`src/rtl/if_fetch_unit_pkg.sv`:
```
// Shared CPU definitions for the instruction-fetch stage.
// Fetch FSM encodings, NOP encoding and default bus widths.
package if_fetch_unit_pkg;

  localparam int CPU_ADDR_W = 30;
  localparam int CPU_DATA_W = 32;

  localparam logic [CPU_DATA_W-1:0] ISA_NOP = 32'h0000_0000;

  typedef enum logic [1:0] {
    IF_ST_IDLE   = 2'd0,
    IF_ST_REQ    = 2'd1,
    IF_ST_ACCESS = 2'd2,
    IF_ST_HOLD   = 2'd3
  } if_state_e;

endpackage

```
`src/rtl/if_fetch_unit_hold_buf.sv`:
```
// One-entry hold buffer for a word returned while the pipe is stalled.
// Only instantiated when IF_INSN_BUF_EN is defined.
module if_fetch_unit_hold_buf
  import if_fetch_unit_pkg::*;
#(
  parameter int WORD_ADDR_W = CPU_ADDR_W,
  parameter int WORD_DATA_W = CPU_DATA_W
) (
  input  logic                   clk,
  input  logic                   reset,
  input  logic                   cap,
  input  logic                   clr,
  input  logic [WORD_ADDR_W-1:0] pc_in,
  input  logic [WORD_DATA_W-1:0] insn_in,
  output logic                   vld,
  output logic [WORD_ADDR_W-1:0] pc,
  output logic [WORD_DATA_W-1:0] insn
);

  // Capture on stall-time completion, drop on release or flush.
  always_ff @(posedge clk) begin
    if (reset) begin
      vld  <= 1'b0;
      pc   <= '0;
      insn <= WORD_DATA_W'(ISA_NOP);
    end else if (clr) begin
      vld  <= 1'b0;
    end else if (cap) begin
      vld  <= 1'b1;
      pc   <= pc_in;
      insn <= insn_in;
    end
  end

endmodule

```
`src/rtl/if_fetch_unit.sv`:
```
// Instruction-fetch stage: fetch PC, bus master FSM, IF/ID register.
// Define IF_INSN_BUF_EN to keep words returned during a stall.
module if_fetch_unit
  import if_fetch_unit_pkg::*;
#(
  parameter int                     WORD_ADDR_W  = CPU_ADDR_W,
  parameter int                     WORD_DATA_W  = CPU_DATA_W,
  parameter logic [WORD_ADDR_W-1:0] RESET_VECTOR = '0
) (
  input  logic                   clk,
  input  logic                   reset,
  input  logic                   stall,
  input  logic                   flush,
  input  logic [WORD_ADDR_W-1:0] new_pc,
  input  logic                   br_taken,
  input  logic [WORD_ADDR_W-1:0] br_addr,
  output logic                   busy,
  output logic                   bus_req,
  input  logic                   bus_grnt,
  output logic                   bus_as,
  output logic [WORD_ADDR_W-1:0] bus_addr,
  input  logic [WORD_DATA_W-1:0] bus_rd_data,
  input  logic                   bus_rdy,
  output logic [WORD_ADDR_W-1:0] if_pc,
  output logic [WORD_DATA_W-1:0] if_insn,
  output logic                   if_en
);

  localparam logic [WORD_DATA_W-1:0] NOP = WORD_DATA_W'(ISA_NOP);

  if_state_e              state;
  if_state_e              state_nx;
  logic [WORD_ADDR_W-1:0] pc;
  logic [WORD_ADDR_W-1:0] pc_nx;
  logic                   br_pend;
  logic [WORD_ADDR_W-1:0] br_tgt;
  logic                   done;
  logic                   buf_rel;
  logic                   adv;
  logic                   buf_vld;
  logic [WORD_ADDR_W-1:0] buf_pc;
  logic [WORD_DATA_W-1:0] buf_insn;

`ifdef IF_INSN_BUF_EN
  logic buf_cap;
  logic buf_clr;

  assign buf_cap = (state == IF_ST_ACCESS) && bus_rdy && stall;
  assign buf_clr = !stall && (flush || buf_rel);

  if_fetch_unit_hold_buf #(
    .WORD_ADDR_W (WORD_ADDR_W),
    .WORD_DATA_W (WORD_DATA_W)
  ) u_if_hold_buf (
    .clk     (clk),
    .reset   (reset),
    .cap     (buf_cap),
    .clr     (buf_clr),
    .pc_in   (pc),
    .insn_in (bus_rd_data),
    .vld     (buf_vld),
    .pc      (buf_pc),
    .insn    (buf_insn)
  );
`else
  assign buf_vld  = 1'b0;
  assign buf_pc   = '0;
  assign buf_insn = NOP;
`endif

  assign buf_rel = (state == IF_ST_HOLD) && !stall;
  assign adv     = !stall && !flush && (done || buf_rel);
  assign busy    = !((state == IF_ST_ACCESS) && bus_rdy)
                && !(state == IF_ST_HOLD);

  // Pending branch target wins over a branch resolved this cycle.
  assign pc_nx = br_pend  ? br_tgt  :
                 br_taken ? br_addr :
                 pc + WORD_ADDR_W'(1);

  // Fetch FSM state register.
  always_ff @(posedge clk) begin
    if (reset) state <= IF_ST_IDLE;
    else       state <= state_nx;
  end

  // Next state and bus-side outputs; flush overrides unless stalled.
  always_comb begin
    state_nx = state;
    bus_req  = 1'b0;
    bus_as   = 1'b0;
    bus_addr = '0;
    done     = 1'b0;
    unique case (state)
      IF_ST_IDLE: state_nx = IF_ST_REQ;
      IF_ST_REQ: begin
        bus_req = 1'b1;
        if (bus_grnt) state_nx = IF_ST_ACCESS;
      end
      IF_ST_ACCESS: begin
        bus_req  = 1'b1;
        bus_as   = 1'b1;
        bus_addr = pc;
        done     = bus_rdy;
`ifdef IF_INSN_BUF_EN
        if (bus_rdy && stall) state_nx = IF_ST_HOLD;
`endif
      end
`ifdef IF_INSN_BUF_EN
      IF_ST_HOLD: begin
        if (!stall) state_nx = IF_ST_REQ;
      end
`else
      default: state_nx = IF_ST_IDLE;
`endif
    endcase
    if (!stall && flush) state_nx = IF_ST_REQ;
  end

  // PC, branch-pending and IF/ID register; stall freezes all of them.
  always_ff @(posedge clk) begin
    if (reset) begin
      pc      <= RESET_VECTOR;
      br_pend <= 1'b0;
      br_tgt  <= '0;
      if_pc   <= '0;
      if_insn <= NOP;
      if_en   <= 1'b0;
    end else if (!stall) begin
      if (flush) begin
        pc      <= new_pc;
        br_pend <= 1'b0;
        if_pc   <= '0;
        if_insn <= NOP;
        if_en   <= 1'b0;
      end else if (adv) begin
        pc      <= pc_nx;
        br_pend <= 1'b0;
        if_pc   <= buf_rel ? buf_pc : pc;
        if_insn <= buf_rel ? buf_insn : bus_rd_data;
        if_en   <= buf_rel ? buf_vld : 1'b1;
      end else begin
        if_pc   <= '0;
        if_insn <= NOP;
        if_en   <= 1'b0;
        if (br_taken) begin
          br_pend <= 1'b1;
          br_tgt  <= br_addr;
        end
      end
    end
  end

endmodule

```
`config.mk`:
```
export PLATFORM = sky130hd
export DESIGN_NAME = if_fetch_unit
export DESIGN_NICKNAME = d
export VERILOG_FILES = /design/src/rtl/if_fetch_unit_pkg.sv /design/src/rtl/if_fetch_unit_hold_buf.sv /design/src/rtl/if_fetch_unit.sv
export SDC_FILE = /design/constraint.sdc
export NUM_CORES = 1
export LEC_CHECK = 0
export BUFFER_PORTS_ARGS = -buffer_cell sky130_fd_sc_hd__buf_4
export CAP_MARGIN = 10
export CORE_UTILIZATION = 50
export CTS_BUF_LIST = sky130_fd_sc_hd__clkbuf_8 sky130_fd_sc_hd__clkbuf_16
export DETAILED_ROUTE_END_ITERATION = 10
export PLACE_DENSITY = 0.86
export SLEW_MARGIN = 20
export SYNTH_ARGS = -nofsm -noshare
export SYNTH_HDL_FRONTEND = slang
export SYNTH_SLANG_ARGS = --single-unit
```
`constraint.sdc`:
```
create_clock -name clk -period 3.39 [get_ports clk]
set_input_delay 0.678 -clock clk [delete_from_list [all_inputs] [get_ports clk]]
set_output_delay 0.678 -clock clk [all_outputs]
set_load 0.05 [all_outputs]
```
-- Yosys cells after proc, flatten, opt, wreduce, memory -nomap -nowiden
Index checks and enable logic that the tools add are counted.
- register bits after elaboration: 126
- input port bits: 99
- logic and storage cells: 63
- output and inout port bits: 96
- multiplexer cells: 23
- equality and inequality tests: 6
- bitwise logic cells: 4
- add/subtract/negate cells: 1
- reductions and logical operators: 21
- operators with widths (kind ; count):
    $mux W30 ; 8
    $mux W32 ; 3
    $add A30 B1 Y30 const B ; 1
    $mux W1 ; 10
    $reduce_and A2 Y1 ; 4
    $logic_and A1 B1 Y1 ; 6
    $pmux W2 S3 ; 1
    $eq A2 B2 Y1 const B ; 2
    $logic_not A1 Y1 ; 4
    $not A1 Y1 ; 4
    $reduce_and A4 Y1 ; 1
    $reduce_or A2 Y1 ; 2
    $ne A3 B3 Y1 const B ; 1
    $reduce_bool A3 Y1 ; 1
    $eq A2 B1 Y1 const B ; 1
    $logic_not A2 Y1 ; 1
    $mux W2 ; 1
    $ne A2 B1 Y1 const B ; 1
    $ne A2 B2 Y1 const B ; 1
    $reduce_bool A2 Y1 ; 1
    $logic_or A1 B1 Y1 ; 1

-- Depth between registers and ports, before layout
- depth after elaboration: 6
- gate-level depth with buffers: 9

-- Worst setup path after synthesis
OpenSTA, ideal clock, no wires.
- kind: register to register
- from: register state[0]
- to: register pc[24]
- setup slack: 0.590 ns
- buffers on the path: 0
- setup time: 0.120 ns
- data arrival time: 2.680 ns
- data required time: 3.270 ns
- stages on the path, launching flop included: 8
- cells stage by stage: dfxtp_1 > inv_1 > ha_1 > a21oi_1 > nor3_1 > nand2b_1 > nor3b_1 > a211o_1
- word-level cells in the longest chain between the ends: 6
- RTL lines (item ; line ; text):
    start, declared ; if_fetch_unit.sv:31 ; if_state_e state;
    start signal, assigned ; if_fetch_unit.sv:84 ; else state <= state_nx;
    $eq A2 B2 Y1, on equally long branches ; if_fetch_unit.sv:94, if_fetch_unit.sv:71 ;
    $mux W1 / $logic_and A1 B1 Y1 (equally long branches) ; if_fetch_unit.sv:94, if_fetch_unit.sv:71 ;
    $logic_or A1 B1 Y1 (*) ; if_fetch_unit.sv:72 ; assign adv = !stall && !flush && (done || buf_rel);
    $logic_and A1 B1 Y1 (*) ; if_fetch_unit.sv:72 ;
    $reduce_bool A2 Y1 (no source line) (*) ; - ;
    $reduce_and A2 Y1 (no source line) (*) ; - ;
    end signal, assigned ; if_fetch_unit.sv:131 ; pc <= new_pc;
    end signal, assigned ; if_fetch_unit.sv:137 ; pc <= pc_nx;
    end, declared ; if_fetch_unit.sv:33 ; logic [WORD_ADDR_W-1:0] pc;
Every way passes the cells marked *; elsewhere a longest branch is shown, timed or not.
A chain may end at the register's enable or synchronous reset.

-- Worst setup path in the final report
- from: register state[0]
- to: output port busy
- word-level cells in the longest chain between the ends: 4
- RTL lines (item ; line ; text):
    $eq A2 B2 Y1 ; if_fetch_unit.sv:73 ; assign busy = !((state == IF_ST_ACCESS) && bus_rdy)
    $logic_and A1 B1 Y1 ; if_fetch_unit.sv:73 ;
    $logic_not A1 Y1 ; if_fetch_unit.sv:73 ;
    $logic_and A1 B1 Y1 (*) ; if_fetch_unit.sv:74 ; && !(state == IF_ST_HOLD);
    end, declared ; if_fetch_unit.sv:17 ; output logic busy,
Marked as above.

==> impl_metrics.json <==
{
  "die_x_um": 113,
  "synth_seq_cells": 126,
  "final_cell_mix": "203 x buf_4, 125 x dfxtp_1, 104 x nand2_1",
  "post_synth_mux_area_share_pct": 0.646,
  "wl_met2_um": 8840,
  "wirelength_um": 19500,
  "num_io_pins": 195,
  "nets": 1054,
  "max_stage_delay_ns": 0.43,
  "timing.hold.ws_ns": 0.456,
  "cts_root_buf": "clkbuf_16",
  "hold_viol_final": 0,
  "io_buffers": 194,
  "clk_pin_slew_ns": 0.06,
  "max_freq_mhz": 376,
  "skew_ns": 0.00557,
  "synth_compound_area_share_pct": 24.8,
  "initial_core_util_pct": 51.4,
  "postCtsSetupRepairBufs": 0,
  "worstPathMaxFanout": 5,
  "synth_fa_ha_area_share_pct": 1.01,
  "tns_ns": 0,
  "cts_buffer_depth": 2,
  "pwr_density_cell_nw_per_um2": 478,
  "grt_setup_unrepaired": "no",
  "crit_type": "flop to primary output",
  "htreeDepth": 4,
  "cts_hold_buf": 0,
  "ys_seq_area_share_pct": 40.7,
  "synth-warning-count": 0,
  "antenna_cells": 0,
  "drt_pass1_iterations": 5,
  "grt_antenna_before_repair": 0,
  "route.met3.wl_um": 1850,
  "synthFlopType": "dfxtp_1",
  "grt_max_degree": 76,
  "synth_edf_count": 0,
  "syn-num-nets": 899,
  "synthCells": 795,
  "ir_drop_mv": 0.308,
  "maxCapViolations": 0,
  "viasPerCell": 5.88,
  "dieArea_um2": 12900,
  "synth-xor-area-share_pct": 1.27,
  "worstPathRequired_ns": 2.71,
  "synth_area_um2": 6200,
  "dp.final_hpwl_um": 13400,
  "syn_to_final_growth_pct": 34.2,
  "antenna_left": 0,
  "core_area_um2": 12100,
  "top_layer_used": "met4",
  "drtIter0Drc": 784,
  "cp_common_cell": "buf_4",
  "cts_sinks": 126,
  "grt_pass1_wl_um": 30000,
  "setup_viol": 0,
  "postSynthAreaPerCell_um2": 7.80,
  "synth_async_sr_flop_share_pct": 0,
  "post_cts_resized": 0,
  "startpoint_type": "flop",
  "maxSlewHeadroom_pct": 28.1,
  "layout-drive-gt1-share_pct": 26.1,
  "hold_class": "flop to flop",
  "critPathArrivalTime_ns": 1.98,
  "place_congestion": 0.937,
  "p_leak_nw": 3.34,
  "mostFrequentLayoutCell": "buf_4",
  "cp_slowest_cell": "a21oi_1",
  "drv_slew": 0,
  "grt_overflow": 0,
  "drcViolationCount": 0,
  "via_count": 6647,
  "clk_latency_ns": 0.41,
  "fin_crit_ns": 2.66,
  "wl_per_cell_um": 17.3,
  "outcome": "completed",
  "drt-met1-wl_um": 8380,
  "ys_types": 68,
  "fp-row-count": 40,
  "fin_crit_sh_pct": 78.5,
  "synth_top_family_by_area": "simple AND/OR/NAND/NOR gates",
  "track_usage_pct": 29.8,
  "end_kind": "primary output",
  "yosys.area_share.simple_pct": 25.9,
  "cts_tree": "yes",
  "cp_cell_sequence": "inv_1 -> ha_1 -> a21oi_1 -> buf_4 -> buf_4",
  "tightestPinTransition_ns": 1.08,
  "numCtsBuffers": 17,
  "grt_pass1_vias": 5837,
  "die_h_um": 113
}
-- registers in the layout (all words and copies together) (netlist names) --
signal   flops
if_insn     32
pc          30
br_pend      1
if_pc       30
br_tgt      30
state        2
if_en        1
-- synth_stat cells (4+ instances only) --
master    instances  area [µm²]
clkbuf_1         52         195
o221ai_1          5        43.8
nor2b_1           4        25.0
nand2b_1          5        31.3
a31oi_1           4        25.0
a211oi_1          6        45.0
xor2_1            4        35.0
a21o_1            6        45.0
nor2_1           95         357
o22ai_1           8        50.1
a21oi_1          68         340
o21ai_0          27         135
nand4_1           7        43.8
mux2i_1           4        40.0
o211ai_1         15         113
inv_1            13        48.8
nor3b_1           7        52.6
a22oi_1          62         465
nand3_1          18        90.1
nor4_1            7        43.8
xnor2_1           5        43.8
buf_1             6        22.5
nand2_1         104         390
ha_1              5        62.6
and2_1           28         175
nor3_1           22         110
dfxtp_1         126        2520
a221oi_1          6        52.6
and3_1           12        75.1
or3_1             6        37.5
buf_2             6        30.0
-- layout make-up --
class | instances | area [µm²]
multi-input cells | 586 | 3340
repair buffers | 205 | 1560
inverters | 14 | 52.6
clock buffers | 18 | 439
clock inverters | 14 | 194
fillers | 947 | 3740
flip-flops and latches | 126 | 2520
well taps | 168 | 210
-- where the power goes --
part / switching (mW) / internal (mW) / total (mW)
Combinational: 0.266 / 0.192 / 0.457
Sequential: 0.0747 / 1.53 / 1.60
Clock: 0.670 / 1.25 / 1.92
Total: 1.01 / 2.97 / 3.98
-- cells by family (layout without fill, tap and decap cells) --
| group | after synthesis | after routing |
|---|---|---|
| AND/OR/NAND/NOR | 335 | 335 |
| AO/OA/AOI/OAI | 233 | 233 |
| flip-flops | 126 | 126 |
| buffers and inverters | 83 | 251 |
| XOR/XNOR | 9 | 9 |
| adder cells (fa/ha/maj) | 5 | 5 |
| multiplexers | 4 | 4 |
-- critical path: cells and delay by family (launching register included) --
kind	cells	cell delay (ns)
AO/OA/AOI/OAI	1	0.43
adder cells (fa/ha/maj)	1	0.26
flip-flops	1	0.37
buffers and inverters	3	0.51
-- layer usage --
layer	up-vias	track usage [%]
met5	-	0
met4	0	10.4
met3	43	6.70
met2	386	45.8
met1	3055	41.0
li1	3163	-
-- stage by stage --
| step | worst slack [ns] | total power, mW | cell area (µm²) | util, % | std cells |
|---|---|---|---|---|---|
| 6_report | 0.729 | 3.98 | 8320 | 69.0 | 1131 |
| 3_5_place_dp | 0.823 | 2.07 | 7690 | 63.8 | 1099 |
| 3_3_place_gp | 0.826 | 2.06 | 7690 | 63.8 | 1099 |
| 4_1_cts | 0.750 | 3.98 | 8320 | 69.0 | 1131 |
| 2_1_floorplan | 0.590 | 1.88 | 6200 | - | 795 |
| 5_1_grt | 0.667 | 4.10 | 8320 | 69.0 | 1131 |
-- path summary, 6_finish.rpt --
kind         slack [ns]       from         end  depth (start not counted)
max                0.73   state[0]        busy                          5
min                0.46  br_tgt[3]   br_tgt[3]                          2
max reg2reg        0.86   state[0]  br_tgt[13]                          6
min reg2reg        0.46  br_tgt[3]   br_tgt[3]                          2
(Power assumes the default switching activity.)
